<file path="src/rtl/pl_reset_mon_pkg.sv">
// Shared types for the PL reset monitor: per-channel FSM state encoding.
// Latency: n/a (types and constants only).
// Backpressure: n/a.
package pl_reset_mon_pkg;

  localparam int ST_W = 2;

  // 2'b11 is never produced; any logic decoding a state treats it as ASSERTED.
  typedef enum logic [ST_W-1:0] {
    ST_ASSERTED = 2'b00,
    ST_QUALIFY  = 2'b01,
    ST_RELEASED = 2'b10
  } ch_state_e;

endpackage

</file>
<file path="src/rtl/pl_reset_mon_ch.sv">
// One monitored reset line: release qualification FSM, release/event counters, glitch/timeout flags.
// Latency: release visible STABLE_CYC-1 edges after the first high sample; flags set on the causing edge.
// Backpressure: none; samples resetn every cycle.
// Ports: pl_clk0/pl_rst clock and sync reset; resetn monitored line; clr clears counters and flags;
//        state/released/glitch/timeout/cycles/events per-channel status, all registered.
module pl_reset_mon_ch
  import pl_reset_mon_pkg::*;
#(
  parameter int CNT_W       = 32,
  parameter int EVT_W       = 8,
  parameter int STABLE_CYC  = 16,
  parameter int TIMEOUT_CYC = 1024
) (
  input  logic             pl_clk0,
  input  logic             pl_rst,
  input  logic             resetn,
  input  logic             clr,
  output logic [ST_W-1:0]  state,
  output logic             released,
  output logic             glitch,
  output logic             timeout,
  output logic [CNT_W-1:0] cycles,
  output logic [EVT_W-1:0] events
);

  localparam int SW = $clog2(STABLE_CYC);
  localparam int TW = $clog2(TIMEOUT_CYC + 1);
  localparam logic [SW-1:0] STAB_LAST = SW'(STABLE_CYC - 1);
  localparam logic [TW-1:0] TMO_LAST  = TW'(TIMEOUT_CYC - 1);

  ch_state_e st, st_nxt;
  logic [SW-1:0] stab_cnt;
  logic [TW-1:0] tmo_cnt;
  logic          tmo_run;
  logic          go_qual, stab_inc, glitch_ev, rel_ev, drop_ev;

  always_ff @(posedge pl_clk0) begin
    if (pl_rst) st <= ST_ASSERTED;
    else        st <= st_nxt;
  end

  always_comb begin
    st_nxt    = st;
    go_qual   = 1'b0;
    stab_inc  = 1'b0;
    glitch_ev = 1'b0;
    rel_ev    = 1'b0;
    drop_ev   = 1'b0;
    case (st)
      ST_QUALIFY: begin
        if (!resetn) begin
          st_nxt    = ST_ASSERTED;
          glitch_ev = 1'b1;
        end else if (stab_cnt == STAB_LAST) begin
          st_nxt = ST_RELEASED;
          rel_ev = 1'b1;
        end else begin
          stab_inc = 1'b1;
        end
      end
      ST_RELEASED: begin
        if (!resetn) begin
          st_nxt  = ST_ASSERTED;
          drop_ev = 1'b1;
        end
      end
      default: begin
        // ASSERTED and the unused encoding behave identically.
        st_nxt = ST_ASSERTED;
        if (resetn) begin
          st_nxt  = ST_QUALIFY;
          go_qual = 1'b1;
        end
      end
    endcase
  end

  always_ff @(posedge pl_clk0) begin
    if (pl_rst) begin
      stab_cnt <= '0;
      tmo_cnt  <= '0;
      tmo_run  <= 1'b1;
      cycles   <= '0;
      events   <= '0;
      glitch   <= 1'b0;
      timeout  <= 1'b0;
    end else begin
      if (go_qual)       stab_cnt <= SW'(1);
      else if (stab_inc) stab_cnt <= stab_cnt + SW'(1);

      if (rel_ev)
        cycles <= '0;
      else if (st == ST_RELEASED && cycles != '1)
        cycles <= cycles + CNT_W'(1);

      if (drop_ev && events != '1) events <= events + EVT_W'(1);
      if (glitch_ev) glitch <= 1'b1;

      // Checking st_nxt stops the count on the release edge itself, so a
      // release coinciding with the final count suppresses the timeout.
      if (st_nxt == ST_RELEASED) begin
        tmo_run <= 1'b0;
      end else if (tmo_run) begin
        if (tmo_cnt == TMO_LAST) timeout <= 1'b1;
        else                     tmo_cnt <= tmo_cnt + TW'(1);
      end

      // Clear is last so it overrides any same-edge event.
      if (clr) begin
        cycles  <= '0;
        events  <= '0;
        glitch  <= 1'b0;
        timeout <= 1'b0;
        tmo_cnt <= '0;
        tmo_run <= 1'b1;
      end
    end
  end

  assign state    = st;
  assign released = (st == ST_RELEASED);

endmodule

</file>
<file path="src/rtl/pl_reset_monitor.sv">
// Health monitor for N_CH active-low PL resets with pollable readout and interrupt.
// Latency: readout ack/data one edge after rd_req; irq one edge after glitch/timeout.
// Backpressure: none; one readout accepted every cycle.
// Ports: mon_resetn/clr per channel; rd_req/rd_ch -> rd_ack/rd_cycles/rd_events/rd_state;
//        released/glitch/timeout per-channel status; irq = registered OR of glitch|timeout.
module pl_reset_monitor
  import pl_reset_mon_pkg::*;
#(
  parameter int N_CH        = 4,
  parameter int CNT_W       = 32,
  parameter int EVT_W       = 8,
  parameter int STABLE_CYC  = 16,
  parameter int TIMEOUT_CYC = 1024,
  localparam int RD_W       = (N_CH > 1) ? $clog2(N_CH) : 1
) (
  input  logic             pl_clk0,
  input  logic             pl_rst,
  input  logic [N_CH-1:0]  mon_resetn,
  input  logic [N_CH-1:0]  clr,
  input  logic             rd_req,
  input  logic [RD_W-1:0]  rd_ch,
  output logic             rd_ack,
  output logic [CNT_W-1:0] rd_cycles,
  output logic [EVT_W-1:0] rd_events,
  output logic [ST_W-1:0]  rd_state,
  output logic [N_CH-1:0]  released,
  output logic [N_CH-1:0]  glitch,
  output logic [N_CH-1:0]  timeout,
  output logic             irq
);

  logic [N_CH-1:0][CNT_W-1:0] ch_cycles;
  logic [N_CH-1:0][EVT_W-1:0] ch_events;
  logic [N_CH-1:0][ST_W-1:0]  ch_state;
  logic [CNT_W-1:0]           mux_cycles;
  logic [EVT_W-1:0]           mux_events;
  logic [ST_W-1:0]            mux_state;

  for (genvar g = 0; g < N_CH; g++) begin : g_ch
    pl_reset_mon_ch #(
      .CNT_W      (CNT_W),
      .EVT_W      (EVT_W),
      .STABLE_CYC (STABLE_CYC),
      .TIMEOUT_CYC(TIMEOUT_CYC)
    ) u_ch (
      .pl_clk0 (pl_clk0),
      .pl_rst  (pl_rst),
      .resetn  (mon_resetn[g]),
      .clr     (clr[g]),
      .state   (ch_state[g]),
      .released(released[g]),
      .glitch  (glitch[g]),
      .timeout (timeout[g]),
      .cycles  (ch_cycles[g]),
      .events  (ch_events[g])
    );
  end

  // Compare-based select: a channel number with no matching instance
  // (possible when N_CH is not a power of two) falls through to zero.
  always_comb begin
    mux_cycles = '0;
    mux_events = '0;
    mux_state  = '0;
    for (int i = 0; i < N_CH; i++) begin
      if (rd_ch == RD_W'(i)) begin
        mux_cycles = ch_cycles[i];
        mux_events = ch_events[i];
        mux_state  = ch_state[i];
      end
    end
  end

  always_ff @(posedge pl_clk0) begin
    if (pl_rst) begin
      rd_ack    <= 1'b0;
      rd_cycles <= '0;
      rd_events <= '0;
      rd_state  <= '0;
      irq       <= 1'b0;
    end else begin
      rd_ack <= rd_req;
      if (rd_req) begin
        rd_cycles <= mux_cycles;
        rd_events <= mux_events;
        rd_state  <= mux_state;
      end
      irq <= (|glitch) | (|timeout);
    end
  end

endmodule

</file>
<file path="config.mk">
export PLATFORM = sky130hd
export DESIGN_NAME = pl_reset_monitor
export DESIGN_NICKNAME = d
export VERILOG_FILES = /design/src/rtl/pl_reset_mon_pkg.sv /design/src/rtl/pl_reset_mon_ch.sv /design/src/rtl/pl_reset_monitor.sv
export SDC_FILE = /design/constraint.sdc
export NUM_CORES = 1
export LEC_CHECK = 0
export ABC_CLOCK_PERIOD_IN_PS = 4250
export BUFFER_PORTS_ARGS = -buffer_cell sky130_fd_sc_hd__buf_4
export CAP_MARGIN = 20
export CORE_MARGIN = 2
export CORE_UTILIZATION = 59
export DETAILED_ROUTE_END_ITERATION = 7
export PLACE_DENSITY = 0.74
export SLEW_MARGIN = 40
export SYNTH_ARGS = -nofsm -noshare
export SYNTH_HDL_FRONTEND = slang
export SYNTH_SLANG_ARGS = --single-unit
</file>
<file path="constraint.sdc">
create_clock -name pl_clk0 -period 4.25 [get_ports pl_clk0]
set_clock_uncertainty 0.1 [all_clocks]
set_input_delay 0 -clock pl_clk0 [delete_from_list [all_inputs] [get_ports pl_clk0]]
set_output_delay 0 -clock pl_clk0 [all_outputs]
set_load 0.01 [all_outputs]
</file>
# --- Word-level counts from Yosys, hierarchy flattened ---
# Index checks and enable logic that the tools add are counted.
classes:
  n_eq_ne: 31
  n_mux: 84
  reduce_logical: 39
  bitwise: 9
  addsub: 16
ops:
  columns: ["cell", "count"]
  rows:
  - ["$add 32x1->32 const B", 4]
  - ["$mux 32", 4]
  - ["$ne 32x32->1 const B", 4]
  - ["$mux 1", 56]
  - ["$add 11x1->11 const B", 4]
  - ["$eq 11x10->1 const B", 4]
  - ["$add 8x1->8 const B", 4]
  - ["$mux 2", 16]
  - ["$mux 8", 4]
  - ["$ne 8x8->1 const B", 4]
  - ["$reduce_and 3->1", 8]
  - ["$reduce_or 2->1", 12]
  - ["$eq 2x2->1 const B", 10]
  - ["$add 4x1->4 const B", 4]
  - ["$eq 4x4->1 const B", 4]
  - ["$pmux 2 s2", 4]
  - ["$reduce_or 3->1", 4]
  - ["$eq 2x1->1 const B", 5]
  - ["$logic_and 1x1->1", 8]
  - ["$not 1->1", 8]
  - ["$reduce_bool 2->1", 4]
  - ["$reduce_or 4->1", 2]
  - ["$logic_not 2->1", 1]
  - ["$or 1x1->1", 1]
word_totals:
  elab_cells: 220
  register_bits: 284

# --- Depth between registers and ports, before layout ---
# Gate-level depths: netlist of run 1.
logic_depth:
  word_depth: 7
  ltp_mapped: 10
  depth_no_buf: 7

# --- Hierarchy ---
# From an unflattened synthesis of run 1, not the netlist that was laid out.
unflattened:
  hier_cells: 1659
  area_unflattened_um2: 14919.3
modules_own_cells:
  columns: ["mod", "cells_per_inst", "area_per_inst_um2", "n_inst"]
  rows:
  - ["pl_reset_mon_ch (g_ch[0].u_ch ...)", 359, 3055.4, 2]
  - ["pl_reset_mon_ch (g_ch[3].u_ch)", 347, 2945.3, 1]
  - ["pl_reset_monitor", 247, 2939.1, 1]
  - ["pl_reset_mon_ch (g_ch[2].u_ch)", 347, 2924.1, 1]

# --- Worst setup path after synthesis of run 1 ---
# OpenSTA, ideal clock, no wires.
synth_timing:
  kind: "register to register"
  from: "register g_ch[2].u_ch.st[0]"
  to: "register g_ch[2].u_ch.tmo_cnt[5]"
  path_stages_with_launch: 10
  setup_slack_ps: 1945
  setup_ps: 125
  arrival_time_ps: 2080
  n_path_buf: 2
  path_cell_list: "dfxtp_1 > inv_1 > ha_1 > clkbuf_1 > inv_1 > o22ai_1 > a221oi_1 > clkbuf_1 > nor3b_1 > mux2i_1"
synth_via:
  word_cells_on_any_way: 9
  cone_classes: "3 x eq/ne; 4 x mux; 1 x bitwise; 1 x reduce/logical"
synth_rtl:
  columns: ["element", "line", "source"]
  rows:
  - ["start: declaration", "pl_reset_mon_ch.sv:31", "ch_state_e st, st_nxt;"]
  - ["start signal: assignment", "pl_reset_mon_ch.sv:39", "else st <= st_nxt;"]
  - ["$eq 2x2->1", null, null]
  - ["named net g_ch[2].u_ch.released", "pl_reset_mon_ch.sv:19", "output logic released,"]
  - ["$pmux 2 s2", "pl_reset_mon_ch.sv:49", "case (st)"]
  - ["$eq 2x2->1", "pl_reset_mon_ch.sv:101", "if (st_nxt == ST_RELEASED) begin"]
  - ["$not 1->1 (no source line)", null, null]
  - ["$reduce_and 3->1 (no source line)", null, null]
  - ["end signal: assignment", "pl_reset_mon_ch.sv:105", "else tmo_cnt <= tmo_cnt + TW'(1);"]
  - ["end: declaration", "pl_reset_mon_ch.sv:33", "logic [TW-1:0] tmo_cnt;"]
# The timed path passes the listed nets, and every way through them passes these cells.
# A chain may end at the register's enable or synchronous reset.

# --- Worst setup path after layout of run 1 ---
layout_timing:
  from: "register g_ch[2].u_ch.st[1]"
  to: "register g_ch[2].u_ch.tmo_cnt[5]"
layout_via:
  elab_chain_cells: 6
  word_cells_on_any_way: 9
  cone_classes: "3 x eq/ne; 4 x mux; 1 x bitwise; 1 x reduce/logical"
layout_rtl:
  columns: ["element", "line", "source"]
  rows:
  - ["$mux 2", "pl_reset_mon_ch.sv:54", "end else if (stab_cnt == STAB_LAST) begin"]
  - ["$mux 2", "pl_reset_mon_ch.sv:51", "if (!resetn) begin"]
  - ["$pmux 2 s2 *", "pl_reset_mon_ch.sv:49", null]
  - ["$eq 2x2->1 *", "pl_reset_mon_ch.sv:101", null]
  - ["$not 1->1 (no source line) *", null, null]
  - ["$reduce_and 3->1 (no source line) *", null, null]
# Mark *: on every way between the ends. The rest lies on a longest branch, timed or not.

==> results of run 1 <==
==> metal layers <==
layer	share of wire	up-vias	GRT usage
met1	0.46	6270	0.408
met4	0.027	0	0.0787
met2	0.45	384	0.448
met3	0.063	74	0.0359
li1	-	6274	-
met5	0	-	0
==> final timing paths <==
kind / start / endpoint / slack [ps] / depth (start not counted)
setup / recovery: g_ch[2].u_ch.state[1] / g_ch[2].u_ch.tmo_cnt[5] / 1370 / 8
hold / removal: rd_ch[1] / rd_state[0] / 60 / 4
setup reg to reg: g_ch[2].u_ch.state[1] / g_ch[2].u_ch.tmo_cnt[5] / 1370 / 8
hold reg to reg: g_ch[3].u_ch.tmo_cnt[10] / g_ch[3].u_ch.tmo_cnt[10] / 350 / 1
==> sequential cells by signal, indices dropped and copies added, names as in the netlist <==
register / cells
g_ch.u_ch.cycles: 128
g_ch.u_ch.events: 32
g_ch.u_ch.glitch: 4
g_ch.u_ch.stab_cnt: 16
g_ch.u_ch.state: 8
g_ch.u_ch.timeout: 4
g_ch.u_ch.tmo_cnt: 44
g_ch.u_ch.tmo_run: 4
irq: 1
rd_ack: 1
rd_cycles: 32
rd_events: 8
rd_state: 2
==> area by class of cell <==
cell class	instances	area [sq um]	share of cell area
tap	324	405	0.0249
sequential	284	5690	0.350
multi-input combinational	1233	8300	0.510
clock buffer	49	983	0.0605
timing repair buffer	90	709	0.0436
inverter	33	124	0.00761
clock inverter	6	62.6	0.00385
==> placed cells by master, fill, tap and decap left out, types with 31 or more instances in the layout <==
cell and count:
a21oi_1 137, buf_4 77, clkbuf_16 31, dfxtp_1 284, inv_1 33, mux2i_1 55, mux4_2 41, nand2_1 133
nand3_1 73, nand4_1 76, nor2_1 137, o21ai_0 80, o31ai_1 48, or3_1 82, or4_1 58
==> critical path, cell delays in order, from the launching register on <==
cell           delay [ps]
dfxtp_1               420
ha_1                  410
inv_1                 170
o22ai_1               310
a221oi_1              170
buf_4                 220
nor3b_1               250
mux2i_1               220
dlygate4sd3_1         560
==> power groups by stage <==
stage	clock network (mW)	registers (mW)	logic [mW]
finish	2.72	2.69	0.190
global route	2.86	2.69	0.207
CTS	2.75	2.69	0.189
detailed placement	0	2.75	0.180
global placement	0	2.74	0.177
floorplan	0	2.74	0.137
==> logic make-up (layout without fill, tap and decap cells) <==
| group | after synthesis | in the layout |
|---|---|---|
| and+or+nand+nor | 710 | 710 |
| AOI/OAI and AO/OA | 350 | 350 |
| DFF | 284 | 284 |
| buffers and inverters | 129 | 178 |
| muxes | 97 | 97 |
| xor gates and xnor gates | 52 | 52 |
| adders and majority gates | 24 | 24 |
==> stage by stage <==
| stage | hold slack, ps | setup slack, ps |
|---|---|---|
| after floorplan | 48.8 | 1940 |
| after global placement | 185 | 1560 |
| after detailed placement | 185 | 1530 |
| after CTS | 97.5 | 1410 |
| after global routing | 106 | 1220 |
| final | 63.0 | 1370 |
==> qor.csv, run 1 <==
metric,value,unit
place_congestion,0.916,
wl_per_cell,18.5,um
rows,57,
internal_power,4.38,mW
yosysUniqueCellTypes,67,
p_sw,1.22,mW
fmax,0.347,GHz
synthSimpleGateAreaFrac,0.268,
vias,13000,
powerDensity,344,nW/um^2
first_pass_iters,5,
initial_core_util,0.598,
ctsResizeCount,0,
htree_levels,1,
synth_top_cell_by_area,dfxtp_1,
antenna_left,0,
syn_area_per_cell,8.81,sq um
yosysMostFrequentCell,dfxtp_1,
grt_max_degree,50,
syn_nets,1683,
cts-buffers-inserted,31,
clock-sinks,284,
wl,37.4,mm
synthesis.area,14500,sq um
place_area,15100,sq um
drive_gt1_frac,0.124,
ioPinCount,69,
clk_latency,560,ps
die_w,161,um
p_total,5.59,mW
dieHeight,161,um
worst-endpoint-arrival,3280,ps
antenna_found_initial,0,
grt_overflow,0,
cts-root-buf,clkbuf_16,
first_global_vias,11800,
cts_hold_buf,12,
grt_pass1_wl,60.1,mm
power_frac_comb,0.034,
synth_compound_area_frac,0.146,
numPortBuffers,68,
final_area,16300,sq um
cp_max_fo,18,
cts_tree,yes,
crit_required,4650,ps
ys_ff_latch,284,
synth_edf_count,0,
yosysWarnings,0,
ys_async_sr_fraction,0,
clockBufferDepth,3,
synth_top_family_by_area,simple AND/OR/NAND/NOR gates,
swShare,0.217,
hold_viol_final,0,
muxShareOfSynthArea,0.103,
tns,0,ps
hpwlAfterDp,26.8,mm
path_class,reg -> reg,
synth_top_area_frac,0.392,
setup_viol,0,
core,24200,sq um
synth-seq-area-share,0.392,
path_clk_slew,60,ps
diodes,0,
max_slew_margin,0.437,
synthCells,1646,
period_share,0.678,
synth_area_leaders,"dfxtp_1 (39%), mux4_2 (6.4%), a21oi_1 (4.7%), mux2i_1 (3.8%), nor2_1 (3.5%)",
drtIter0Drc,1233,
clockPowerShare,0.486,
place_inst,1952,
leakagePower,5.39,nW
die_area,25800,sq um
ir_drop,0.000361,V
status,finished clean,
crit_path_start_kind,flip-flop,
min_path_type,in -> reg,
synth_xor_area_frac,0.0314,
period_minus_slack,2880,ps
crit_path_end_kind,flip-flop,
worst-slew-pin-transition,837,ps
drc,0,
fill_cells,1994,
vias_per_cell,6.44,
instances_no_fill,2019,
ys.flop_type,dfxtp_1,
maxCapViolations,0,
grt_usage,0.282,
synthAdderAreaFrac,0.0207,
synth_common_cells,"dfxtp_1 (284), a21oi_1 (137), nor2_1 (137), nand2_1 (134), or3_1 (82)",
p_seq_frac,0.480,
drv_slew,0,
rsz0062_at_grt,false,
final_core_util,0.671,
area_growth,12.2,%
nets,1710,
cts_setup_buffers,0,
Note: power is estimated with default switching activity, not from simulation.
==> inputs of run 2 (changes only) <==
ABC_AREA = 1   (was not set)
ABC_CLOCK_PERIOD_IN_PS = 3000   (was 4250)
clock period = 3 ns   (was 4.25 ns; I/O delays follow)
==> qor.csv, run 2 <==
metric,value,unit
nets,2630,
rsz0062_at_grt,false,
cts-root-buf,clkbuf_16,
drtIter0Drc,1491,
ys_async_sr_fraction,0,
hpwlAfterDp,32.9,mm
leakagePower,6.63,nW
setup_viol,0,
largest-register,g_ch.u_ch.cycles,
place_area,16700,sq um
numPortBuffers,68,
cp_cell_sequence,"ha_1, nand3_1, inv_1, nand2_1, nor2_4, nand2_1, nand2_2, o21ai_0, nand2_1, nor2_1",
grt_usage,0.314,
dieHeight,169,um
synth_top_area_frac,0.353,
antenna_left,0,
max_slew_margin,0.463,
synth_area_leaders,"dfxtp_1 (35%), nand2_1 (19%), nor2_1 (8.4%), inv_1 (5.8%), a21oi_1 (5.4%)",
area_growth,11.5,%
cts_setup_buffers,0,
place_congestion,0.944,
yosysMostFrequentCell,nand2_1,
crit_path_start_kind,flip-flop,
path_clk_slew,60,ps
first_pass_iters,5,
cp_common_cell,nand2_1,
period_share,0.798,
yosysWarnings,0,
tns,0,ps
largest_register_ffs,128,
period_minus_slack,2390,ps
cts-buffers-inserted,34,
drc,0,
maxCapViolations,0,
worst-endpoint-arrival,2690,ps
syn_area_per_cell,6.33,sq um
drv_slew,0,
drive_gt1_frac,0.0677,
syn_nets,2584,
grt_overflow,0,
synth_top_cell_by_area,dfxtp_1,
synth-seq-area-share,0.353,
initial_core_util,0.600,
clockBufferDepth,3,
grt_pass1_wl,73.7,mm
wl,45.6,mm
path_class,reg -> reg,
crit_path_top_delay_cell,nand2_2,
synth_common_cells,"nand2_1 (824), nor2_1 (361), dfxtp_1 (284), inv_1 (248), a21oi_1 (175)",
ys_ff_latch,284,
final_cell_mix,"nand2_1 (824), nor2_1 (360), dfxtp_1 (284)",
ir_drop,0.000448,V
vias_per_cell,5.63,
vias,16700,
htree_levels,2,
p_total,8.44,mW
ys.flop_type,dfxtp_1,
layout_commonest_cell,nand2_1,
synthCells,2547,
synth_edf_count,0,
powerDensity,469,nW/um^2
final_area,18000,sq um
die_w,169,um
clockPowerShare,0.502,
hold_viol_final,0,
p_seq_frac,0.456,
clk_latency,520,ps
cts_tree,yes,
p_sw,1.90,mW
crit_path_end_kind,flip-flop,
ioPinCount,69,
power_frac_comb,0.042,
fmax,0.418,GHz
worst-slew-pin-transition,805,ps
critPathTopFamily,simple AND/OR/NAND/NOR gates,
place_inst,2883,
instances_no_fill,2957,
largest_registers,"g_ch.u_ch.cycles x128, g_ch.u_ch.tmo_cnt x44",
synthesis.area,16100,sq um
core,26900,sq um
min_path_type,in -> reg,
die_area,28700,sq um
wl_per_cell,15.4,um
clock-sinks,284,
swShare,0.225,
status,finished clean,
critPathMaxStageDelay,530,ps
internal_power,6.54,mW
antenna_found_initial,0,
diodes,0,
crit_required,3300,ps
first_global_vias,15100,
grt_max_degree,86,
cp_max_fo,38,
rows,60,
yosysUniqueCellTypes,41,
cp_num_buf_inv,1,
## run 2: through the flow
step	utilization	hold WS (ps)	worst slack, ps
3_5_place_dp	0.620	193	678
3_3_place_gp	0.620	193	737
4_1_cts	0.669	20.1	615
2_1_floorplan	-	71.9	1180
6_report	0.669	32.2	606
5_1_grt	0.669	76.2	344
## run 2: path summary, 6_finish.rpt
kind,start,to,slack [ps],cells after the start
max,g_ch[1].u_ch.cycles[1],g_ch[1].u_ch.cycles[11],610,10
min,rd_ch[1],rd_cycles[16],30,6
max reg2reg,g_ch[1].u_ch.cycles[1],g_ch[1].u_ch.cycles[11],610,10
min reg2reg,g_ch[3].u_ch.tmo_cnt[10],g_ch[3].u_ch.tmo_cnt[10],350,2
## run 2: area by class of cell
type / count / area (sq um)
clock buffers: 53 / 1050
fillers: 2458 / 8900
repair buffers: 103 / 811
well taps: 341 / 427
flip-flops and latches: 284 / 5690
inverters: 255 / 960
clock inverters: 6 / 101
multi-input cells: 1915 / 8940
## run 2: worst reg2reg max path, cell delays in order, from the launching register on
cell     delay (ps)
dfxtp_1         380
ha_1            190
nand3_1         170
inv_1            90
nand2_1         160
nor2_4          220
nand2_1          90
nand2_2         530
o21ai_0         220
nand2_1         110
nor2_1           40
## run 2: power groups by stage
stage | registers (mW) | clock network, mW | logic (mW)
final | 3.85 | 4.23 | 0.356
after global routing | 3.85 | 4.43 | 0.392
after CTS | 3.85 | 4.28 | 0.353
after detailed placement | 3.93 | 0 | 0.334
after global placement | 3.93 | 0 | 0.329
after floorplan | 3.94 | 0 | 0.190
## run 2: logic make-up (layout without fill, tap and decap cells)
| group | after synthesis | after routing | synth area share |
|---|---|---|---|
| DFF | 284 | 284 | 0.353 |
| adders and majority gates | 24 | 24 | 0.0186 |
| xor gates and xnor gates | 66 | 66 | 0.0359 |
| buffers and inverters | 348 | 417 | 0.0933 |
| and+or+nand+nor | 1446 | 1446 | 0.371 |
| AOI/OAI and AO/OA | 379 | 379 | 0.129 |
## run 2: timing repair
item | in CTS | in global routing
gates resized for setup | 0 | 0
endpoints found under the hold margin | 117 | 0
hold buffers | 15 | 0
## run 2: layer usage
| metal | up-vias | track usage | routed length (um) |
|---|---|---|---|
| met5 | - | 0 | 0 |
| met2 | 635 | 0.518 | 20700 |
| met1 | 7623 | 0.408 | 19800 |
| met3 | 115 | 0.0478 | 3240 |
| met4 | 0 | 0.138 | 1920 |
| li1 | 8286 | - | - |
==> inputs of run 3 (changes only) <==
ABC_CLOCK_PERIOD_IN_PS = 2400   (was 3000)
clock period = 2.4 ns   (was 3 ns; I/O delays follow)
==> qor.csv, run 3 (synthesis gave the netlist of run 2 again) <==
metric,value,unit
ioPinCount,69,
grt_max_degree,86,
final_area,18200,sq um
drv_slew,0,
critPathMaxStageDelay,350,ps
max_slew_margin,0.502,
vias_per_cell,5.55,
place_area,16900,sq um
dieHeight,169,um
cts-root-buf,clkbuf_16,
setup_viol,0,
clock-sinks,284,
min_path_type,in -> reg,
fmax,0.453,GHz
hold_viol_final,0,
status,finished clean,
grt_overflow,0,
path_class,reg -> reg,
clockBufferDepth,3,
place_congestion,0.961,
crit_path_end_kind,flip-flop,
p_total,10.2,mW
worst-slew-pin-transition,747,ps
area_growth,12.6,%
period_minus_slack,2210,ps
htree_levels,2,
vias,16600,
crit_required,2710,ps
rsz0062_at_grt,false,
wl,46.8,mm
cp_common_cell,nand2_1,
powerDensity,563,nW/um^2
cts-buffers-inserted,35,
numPortBuffers,68,
first_pass_iters,6,
grt_usage,0.322,
initial_core_util,0.600,
wl_per_cell,15.7,um
fill_cells,2428,
layout_commonest_cell,nand2_1,
largest-register,g_ch.u_ch.cycles,
core,26900,sq um
cp_max_fo,12,
critPathLaunch,g_ch[1].u_ch.state[1],
ir_drop,0.000562,V
cp_num_buf_inv,2,
maxCapViolations,0,
worst-endpoint-arrival,2520,ps
drc,0,
cts_tree,yes,
path_clk_slew,60,ps
critPathTopFamily,simple AND/OR/NAND/NOR gates,
final_cell_mix,"nand2_1 (824), nor2_1 (360), dfxtp_1 (284)",
drtIter0Drc,1817,
cp_cell_sequence,"inv_1, ha_1, nand2_1, inv_1, nand2_1, nand2_1, nand2_1, nand3_1, nand3_2, nand2_1, nand2_1, nor2_1",
nets,2661,
drive_gt1_frac,0.0774,
rr_startpoint,g_ch[1].u_ch.state[1],
tns,0,ps
rows,60,
leakagePower,6.72,nW
diodes,0,
period_share,0.921,
clk_latency,520,ps
hold_start,mon_resetn[2],
crit_path_start_kind,flip-flop,
largest_register_ffs,128,
first_global_vias,15200,
die_area,28700,sq um
hpwlAfterDp,34.0,mm
crit_path_top_delay_cell,dfxtp_1,
die_w,169,um
largest_registers,"g_ch.u_ch.cycles x128, g_ch.u_ch.tmo_cnt x44",
grt_pass1_wl,75.3,mm
antenna_found_initial,0,
antenna_left,0,
-- run 3: layer usage --
layer | wire length, um | vias to the layer above | track usage
met5 | 0 | - | 0
met4 | 2170 | 0 | 0.146
met3 | 3210 | 115 | 0.0417
met2 | 21000 | 586 | 0.527
met1 | 20400 | 7547 | 0.425
li1 | - | 8335 | -
-- run 3: cell type report --
type	instances	area, sq um	area share
repair buffers	131	1040	0.0571
well taps	341	427	0.0235
clock buffers	53	1010	0.0559
repair inverters	1	7.51	0.000414
inverters	255	967	0.0533
flip-flops and latches	284	5690	0.313
multi-input cells	1916	8960	0.494
clock inverters	7	52.6	0.00289
-- run 3: repair_timing --
item / 4_1_cts / 5_1_grt
setup endpoints to repair: 0 / 46
hold buffers: 16 / 0
endpoints found under the hold margin: 127 / 0
resized for setup: 0 / 6
buffers inserted: 0 / 3
-- run 3: report_power, final --
part	internal, mW	leakage, nW	switching [mW]	total, mW
sequential	4.77	2.30	0.0365	4.81
combinational	0.160	3.90	0.294	0.454
clock	2.92	0.521	2.04	4.96
-- run 3: worst reg2reg max path: stages (launching register included) --
cell and delay [ps]:
dfxtp_1 350, inv_1 70, ha_1 210, nand2_1 90, inv_1 70, nand2_1 160, nand2_1 70, nand2_1 80
nand3_1 350, nand3_2 350, nand2_1 100, nand2_1 70, nor2_1 40
-- run 3: worst paths after layout --
check / slack, ps / cells after the start / to
max: 190 / 12 / g_ch[1].u_ch.tmo_cnt[2]
min: 310 / 4 / g_ch[2].u_ch.state[0]
max reg2reg: 190 / 12 / g_ch[1].u_ch.tmo_cnt[2]
min reg2reg: 380 / 2 / g_ch[3].u_ch.events[4]
-- run 3: stage by stage --
stage	utilization	hold WS, ps	setup WS [ps]	instances
4_1_cts	0.673	285	51.7	2983
2_1_floorplan	-	71.9	580	2547
6_report	0.675	309	190	2988
3_3_place_gp	0.627	243	208	2907
5_1_grt	0.675	320	0.0628	2988
3_5_place_dp	0.628	247	112	2907
